--- config.mk ---
export PLATFORM = sky130hd
export DESIGN_NAME = sccb_config_seq
export DESIGN_NICKNAME = d
export VERILOG_FILES = /design/src/rtl/sccb_config_seq.sv
export SDC_FILE = /design/constraint.sdc
export NUM_CORES = 1
export LEC_CHECK = 0
export CAP_MARGIN = 15
export CORE_ASPECT_RATIO = 0.9
export CORE_MARGIN = 5
export CORE_UTILIZATION = 48
export DETAILED_ROUTE_END_ITERATION = 12
export GPL_ROUTABILITY_DRIVEN = 0
export PLACE_DENSITY_LB_ADDON = 0.1
export SLEW_MARGIN = 20
export SYNTH_ARGS = -nofsm -noshare
export SYNTH_HDL_FRONTEND = slang
export SYNTH_SLANG_ARGS = --single-unit
--- constraint.sdc ---
create_clock -name i_clk -period 2.3 [get_ports i_clk]
set_input_delay 0.46 -clock i_clk [delete_from_list [all_inputs] [get_ports i_clk]]
set_output_delay 0.46 -clock i_clk [all_outputs]
set_load 0.02 [all_outputs]
--- src/rtl/sccb_config_seq.sv ---
// sccb_config_seq: ROM-driven SCCB/I2C register sequencer for camera bring-up.
// Walks opcode-tagged ROM entries {op, addr, data}: WRITE, VERIFY (read + compare),
// DELAY (data = ms) and END. Failed transactions are retried up to MAX_RETRY times,
// then the sequence aborts with the failing ROM address reported.
// Ports: i_clk/i_rstn (async active-low); i_config_start kick; o_rom_addr/i_rom_data
// synchronous ROM (1-cycle read); o_i2c_* / i_i2c_* byte-level master handshake;
// o_busy, sticky o_config_done / o_config_err, o_err_addr status.
module sccb_config_seq #(
  parameter int CLK_F     = 100_000_000,
  parameter int ROM_AW    = 8,
  parameter int REG_AW    = 8,
  parameter int REG_DW    = 8,
  parameter int MAX_RETRY = 3
) (
  input  logic                       i_clk,
  input  logic                       i_rstn,
  input  logic                       i_config_start,
  output logic [ROM_AW-1:0]          o_rom_addr,
  input  logic [2+REG_AW+REG_DW-1:0] i_rom_data,
  input  logic                       i_i2c_ready,
  output logic                       o_i2c_start,
  output logic                       o_i2c_rw,
  output logic [REG_AW-1:0]          o_i2c_addr,
  output logic [REG_DW-1:0]          o_i2c_wdata,
  input  logic                       i_i2c_done,
  input  logic                       i_i2c_nack,
  input  logic [REG_DW-1:0]          i_i2c_rdata,
  output logic                       o_busy,
  output logic                       o_config_done,
  output logic                       o_config_err,
  output logic [ROM_AW-1:0]          o_err_addr
);

  localparam int TICKS   = (CLK_F / 1000 < 1) ? 1 : CLK_F / 1000;
  localparam int TICK_W  = (TICKS < 2) ? 1 : $clog2(TICKS);
  localparam int RETRY_W = (MAX_RETRY < 1) ? 1 : $clog2(MAX_RETRY + 1);
  localparam int EW      = 2 + REG_AW + REG_DW;

  localparam logic [1:0] OP_WRITE = 2'b00;
  localparam logic [1:0] OP_DELAY = 2'b10;
  localparam logic [1:0] OP_END   = 2'b11;

  typedef enum logic [3:0] {
    S_IDLE, S_FETCH, S_DECODE, S_ISSUE, S_WAIT, S_CHECK, S_DELAY, S_DONE, S_ERROR
  } state_t;

  state_t              r_state;
  logic [TICK_W-1:0]   r_tick;
  logic [REG_DW-1:0]   r_ms;
  logic [RETRY_W-1:0]  r_retry;
  logic                r_nack;
  logic [REG_DW-1:0]   r_rdata;

  logic [1:0]          w_op;
  logic [REG_AW-1:0]   w_eaddr;
  logic [REG_DW-1:0]   w_edata;
  logic                w_last;
  logic                w_pass;
  state_t              w_adv_state;
  logic [ROM_AW-1:0]   w_adv_addr;

  assign w_op    = i_rom_data[EW-1 -: 2];
  assign w_eaddr = i_rom_data[REG_DW +: REG_AW];
  assign w_edata = i_rom_data[REG_DW-1:0];

  // The ROM is not wrapped: running off the last address ends the sequence cleanly.
  assign w_last      = (o_rom_addr == '1);
  assign w_adv_state = w_last ? S_DONE : S_FETCH;
  assign w_adv_addr  = w_last ? o_rom_addr : o_rom_addr + ROM_AW'(1);

  // o_i2c_rw doubles as the "this entry is a VERIFY" flag; o_i2c_wdata holds the
  // expected value for the compare since it is latched from the entry's data field.
  assign w_pass = !r_nack && (!o_i2c_rw || (r_rdata == o_i2c_wdata));

  assign o_busy = !(r_state inside {S_IDLE, S_DONE, S_ERROR});

  always_ff @(posedge i_clk or negedge i_rstn) begin
    if (!i_rstn) begin
      r_state       <= S_IDLE;
      r_tick        <= '0;
      r_ms          <= '0;
      r_retry       <= '0;
      r_nack        <= 1'b0;
      r_rdata       <= '0;
      o_rom_addr    <= '0;
      o_i2c_start   <= 1'b0;
      o_i2c_rw      <= 1'b0;
      o_i2c_addr    <= '0;
      o_i2c_wdata   <= '0;
      o_config_done <= 1'b0;
      o_config_err  <= 1'b0;
      o_err_addr    <= '0;
    end else begin
      o_i2c_start <= 1'b0;
      case (r_state)
        S_IDLE, S_DONE, S_ERROR: begin
          if (i_config_start) begin
            o_rom_addr    <= '0;
            o_config_done <= 1'b0;
            o_config_err  <= 1'b0;
            o_err_addr    <= '0;
            r_retry       <= '0;
            r_state       <= S_FETCH;
          end else if (r_state == S_DONE) begin
            o_config_done <= 1'b1;
            r_state       <= S_IDLE;
          end else if (r_state == S_ERROR) begin
            o_config_err <= 1'b1;
            o_err_addr   <= o_rom_addr;
          end
        end
        // ROM read latency: data for o_rom_addr is valid in DECODE.
        S_FETCH: r_state <= S_DECODE;
        S_DECODE: begin
          case (w_op)
            OP_END: r_state <= S_DONE;
            OP_DELAY: begin
              if (w_edata == '0) begin
                r_state    <= w_adv_state;
                o_rom_addr <= w_adv_addr;
              end else begin
                r_ms    <= w_edata;
                r_tick  <= '0;
                r_state <= S_DELAY;
              end
            end
            default: r_state <= S_ISSUE;
          endcase
        end
        // The ROM output stays stable while o_rom_addr is held, so a retry re-issues
        // straight from i_rom_data without refetching.
        S_ISSUE: begin
          if (i_i2c_ready) begin
            o_i2c_start <= 1'b1;
            o_i2c_rw    <= (w_op != OP_WRITE);
            o_i2c_addr  <= w_eaddr;
            o_i2c_wdata <= w_edata;
            r_state     <= S_WAIT;
          end
        end
        S_WAIT: begin
          if (i_i2c_done) begin
            r_nack  <= i_i2c_nack;
            r_rdata <= i_i2c_rdata;
            r_state <= S_CHECK;
          end
        end
        S_CHECK: begin
          if (w_pass) begin
            r_retry    <= '0;
            r_state    <= w_adv_state;
            o_rom_addr <= w_adv_addr;
          end else if (r_retry < RETRY_W'(MAX_RETRY)) begin
            r_retry <= r_retry + RETRY_W'(1);
            r_state <= S_ISSUE;
          end else begin
            r_state <= S_ERROR;
          end
        end
        S_DELAY: begin
          if (r_tick == TICK_W'(TICKS - 1)) begin
            r_tick <= '0;
            if (r_ms <= REG_DW'(1)) begin
              r_state    <= w_adv_state;
              o_rom_addr <= w_adv_addr;
            end else begin
              r_ms <= r_ms - REG_DW'(1);
            end
          end else begin
            r_tick <= r_tick + TICK_W'(1);
          end
        end
        default: r_state <= S_IDLE;
      endcase
    end
  end

endmodule

[After elaboration in Yosys (flattened, before gate mapping)]
Index checks and enable logic that the tools add are counted.
Storage, ports and cells
  flip-flop bits (word level): 76
  bits of input ports: 32
  output and inout bits: 37
  word-level logic and storage cells: 113
Cells by class
  $add $sub $neg: 4
  order comparisons: 2
  equal/unequal tests: 26
  muxes and demuxes: 43
  reductions and logical operators: 24
Operator list (number)
  two-way mux 8 bit: 14
  two-way mux 17 bit: 3
  case mux 17 bit (2 select lines): 1
  two-way mux 4 bit: 8
  case mux 8 bit (4 select lines): 1
  case mux 4 bit (7 select lines): 1
  inequality test 2 bit, second input constant: 11
  adder 17 x 1 -> 17 bit, second input constant: 1
  equality test 17 bit, second input constant: 1
  equality test 4 x 3 -> 1 bit, second input constant: 4
  case mux 8 bit (2 select lines): 1
  AND reduction 5 bit: 2
  nonzero test 2 bit: 5
  AND reduction 3 bit: 3
  adder 8 x 1 -> 8 bit, second input constant: 1
  equality test 4 x 2 -> 1 bit, second input constant: 2
  equality test 8 bit: 1
  equality test 8 bit, second input constant: 1
  less-or-equal comparator 8 x 1 -> 1 bit, second input constant: 1
  zero test 8 bit: 1
  subtractor 8 x 1 -> 8 bit, second input constant: 1
  two-way mux 1 bit: 7
  AND reduction 7 bit: 1
  two-way mux 2 bit: 3
  other kinds (17): 24

[Depth between registers and ports, before layout]
  depth in word-level cells: 5
  gate-level depth with buffers: 10
  mapped depth without buffers: 8

[Worst setup path after synthesis]
Ideal clock, no wire load.
  kind: register to register
  start: register o_rom_addr[0]
  end: register o_rom_addr[7]
  setup time: 78 ps
  data arrival time: 2417 ps
  data required time: 2222 ps
  setup slack: -195 ps
  cell stages (with the launch flop): 9
  path buffers: 1
  period minus slack after synthesis: 2495 ps
  cell sequence: dfrtp_1 > ha_1 > nand3_1 > nor2_1 > o31a_1 > or4b_1 > buf_2 > or4_1 > a21oi_1
On the way
  longest elaborated chain between the ends: 5
  elaborated cells on any way between the ends: 9
  classes of those cells: 1 x add/sub; 1 x eq/ne; 7 x mux
RTL lines
  start: declaration: RTL line 18  | output logic [ROM_AW-1:0] o_rom_addr,
  start signal: assignment: RTL line 120  | o_rom_addr <= w_adv_addr;
  start signal: assignment: RTL line 152  | o_rom_addr <= w_adv_addr;
  start signal: assignment: RTL line 165  | o_rom_addr <= w_adv_addr;
  adder 8 x 1 -> 8 bit or equality test 8 bit (tied branches): RTL line 69, 67
  two-way mux 8 bit (*): RTL line 69  | assign w_adv_addr = w_last ? o_rom_addr : o_rom_addr + ROM_AW'(1);
  two-way mux 8 bit (on tied branches): RTL line 163, 118
  two-way mux 8 bit (on tied branches): RTL line 161, 115
  case mux 8 bit (4 select lines) (*): RTL line 95  | case (r_state)
Every way passes the cells marked *; elsewhere a longest branch is shown, timed or not. The select of a mux whose other input is x is not followed.
A chain may end at the register's enable or synchronous reset.

[Final worst setup path]
  start: register o_i2c_wdata[5]
  end: register o_rom_addr[7]
On the way
  longest elaborated chain between the ends: 5
RTL lines
  start: declaration: RTL line 24  | output logic [REG_DW-1:0] o_i2c_wdata,
  start signal: assignment: RTL line 137  | o_i2c_wdata <= w_edata;
  equality test 8 bit: RTL line 73  | assign w_pass = !r_nack && (!o_i2c_rw || (r_rdata == o_i2c_wdata));
  logical OR 1 bit: RTL line 73
  logical AND 1 bit: RTL line 73
  inequality test 2 bit (no source line)
  AND reduction 7 bit (no source line)
Every way passes these cells.

==> results.yml <==
timing:
  max_freq_mhz: 408
  drv_slew: 0
  grt_setup_unrepaired: "yes"
  maxSlewHeadroom_pct: 43.3
  fin_ws_ps: -153
  fin_crit_sh_pct: 107
  worst_pin_slew_ps: 846
  finalClockSkew_ps: 15.7
  final-setup-viol-count: 4
  finalHoldViolations: 0
  final.min_clock_period_ps: 2450
  setup_tns_ps: -407
floorplanning:
  core_area_um2: 8070
  io_pins: 69
  die_y_um: 96.5
  initial_utilization_pct: 49.5
  die_x_um: 106
  die-area_um2: 10200
  row_count: 31
critical_path:
  crit_path_max_fanout: 7
  required_ps: 2590
  crit_type: "flop to flop"
  critPathCaptureType: "flop"
  reg2reg_slack_ps: -150
  r2r_cells: 7
  rr_startpoint: "o_i2c_wdata[5]$_DFFE_PN0P_"
  arrival_ps: 2740
  startpoint_type: "flop"
  r2r_end: "o_rom_addr[7]$_DFFE_PN0P_"
drt:
  num_vias: 3862
  route.detailed.wl_per_inst_um: 15.9
  drt-total-wl_um: 11000
  drt_iter0_markers: 188
  viasPerCell: 5.60
  drc: 0
  final_antenna_net_count: 0
  dr.pass1.iters: 4
clocking:
  cts_max_path_buffers: 2
  cts_tree: "done"
  clk_pin_slew_ps: 90
  clock_latency_ps: 360
  cts.hold.buffers_added: 0
  htree_levels: 3
  cts-root-buf: "clkbuf_8"
  cts.sinks: 76
  cts_buffers: 9
cells_and_area:
  final_cell_mix: "buf_4, dfrtp_1, clkdlybuf4s50_1, nand2_1, nor2_1"
  fin_util_pct: 72.8
  antenna_cells: 0
  num-nets-final: 624
  area_growth_syn_to_layout_pct: 47.0
  layout_commonest_cell: "buf_4"
  final_layout_size_suffix_gt1_share_pct: 28.3
pwr:
  ir_drop_uv: 669
  leakage_uw: 0.00270
  intPower_uw: 4300
  power_density_nw_per_um2: 1170
  switching_power_uw: 2550
  sequentialPowerShare_pct: 31.0
  p_comb_share_pct: 51.4
  p_sw_share_pct: 37.2
  p_clk_share_pct: 17.6
global_route:
  antenna_found_initial: 0
  use_met2_pct: 37.1
  grt_overflow: 0
  first_global_vias: 3815
  gr-max-usage-layer: "met2"
  grt_pass1_wl_um: 18100
  met1_usage_pct: 28.2
  use_met3_pct: 6.11
  grt_max_degree: 61
  grtUsageTotal_pct: 22.2
synthesis:
  syn_inst: 418
  ys_types: 59
  seq_area_frac_synth_pct: 47.6
  async_flop_share_pct: 100
  yosys_warnings: 0
  syn_avg_cell_area_um2: 9.55
  synth_nets: 455
  synth_ff_type: "dfrtp_1"
  synth-edff-count: 0
  ys_ff_latch: 76
  synth.top_cell.area_share_pct: 47.6
  synthTopCellsByArea: "dfrtp_1, mux2_2, nand2_1, nor2_1, o21ai_0"
  syn-cell-area_um2: 3990
  yosysTopAreaCell: "dfrtp_1"
run_status:
  violations: "negative setup slack"
  status: "finished, violations left"
min_path:
  min_path_type: "input port to asynchronous set/reset pin"
run:
  max_cap_viol_count: 0
placement:
  hpwl_um: 7880
  placement.io_buffers: 68
[how the worst max path moves through the flow]
stage,slack [ps],start,depth (start not counted),to
CTS,-90,r_state[0]$_DFFE_PN0P_,6,o_rom_addr[7]$_DFFE_PN0P_
global route,-240,o_i2c_wdata[5]$_DFFE_PN0P_,7,o_rom_addr[7]$_DFFE_PN0P_
detailed placement,-840,i_rom_data[4],7,o_rom_addr[7]$_DFFE_PN0P_
finish,-150,o_i2c_wdata[5]$_DFFE_PN0P_,7,o_rom_addr[7]$_DFFE_PN0P_
global placement,-760,i_rom_data[4],7,o_rom_addr[7]$_DFFE_PN0P_
floorplan,-150,r_state[2]$_DFFE_PN0P_,9,o_rom_addr[7]$_DFFE_PN0P_
[layout make-up]
class	count	area, um2
multi-input combinational	314	2070
inverter	10	37.5
clock buffer	10	128
timing repair buffer	176	1500
clock inverter	5	103
fill	614	2200
sequential	76	1910
tap	99	124
[power groups by stage]
stage          logic, uW  registers (uW)  clock network (uW)
6_report            3520            2120                1210
2_1_floorplan       1490            2350                   0
5_1_grt             3830            2180                1300
3_5_place_dp        3340            2130                   0
4_1_cts             3500            2120                1240
3_3_place_gp        3250            2110                   0
[flip-flops by register name, summed over array words and instances, names as in the netlist]
name	flops
o_config_done	1
o_config_err	1
o_err_addr	8
o_i2c_addr	8
o_i2c_rw	1
o_i2c_start	1
o_i2c_wdata	8
o_rom_addr	8
r_ms	8
r_nack	1
r_rdata	8
r_retry	2
r_state	4
r_tick	17
[cell families after synthesis]
| group | synth area share, % |
|---|---|
| muxes | 5.55 |
| buffers and inverters | 2.98 |
| DFF | 47.6 |
| xor gates and xnor gates | 1.97 |
| and+or+nand+nor | 22.1 |
| adders and majority gates | 1.57 |
| AOI/OAI and AO/OA | 18.2 |
[Yosys cell counts (all sizes together) (3+ instances only)]
master  count
dfrtp      76
nand2      49
nor2       44
o21ai      29
a21oi      21
mux2       17
nand3      17
clkbuf     12
o31ai      11
a22o        9
inv         9
xor2        9
nor3        8
a31oi       7
buf         6
nand2b      6
a21boi      5
ha          5
nand4       5
nor2b       5
nor4        5
or3         5
a311oi      4
and3        4
nor4b       4
o22a        4
and2        3
and4        3
mux2i       3
o22ai       3
or4         3
[stage by stage]
step           cell area [um2]  hold slack, ps  power, uW  std cells  setup WS (ps)
6_report                  5870             170       6850        690           -153
5_1_grt                   5870             243       7310        690           -237
4_1_cts                   5860             198       6850        690          -86.4
3_5_place_dp              5520             461       5470        668           -843
3_3_place_gp              5520             458       5360        668           -758
2_1_floorplan             4020             164       3840        418           -148
[critical path: stages (launching register included)]
cell and delay, ps:
dfrtp_1 390, xor2_1 180, nor4_2 320, buf_4 180, a21oi_2 80, or4b_4 580, or4_1 520, a21oi_2 140
[per-layer routing]
| layer | up-vias | part of all wire, % |
|---|---|---|
| li1 | 1869 | - |
| met1 | 1856 | 43 |
| met2 | 116 | 49 |
| met3 | 21 | 5.9 |
| met4 | 0 | 1.7 |
| met5 | - | 0 |
[what timing repair did]
action | 4_1_cts | 5_1_grt
cloned | 0 | 0
buffers inserted | 7 | 0
gates resized for setup | 23 | 5
setup endpoints to repair | 7 | 10
pin swaps | 7 | 3
No activity file was read; power rests on OpenSTA's default activity.
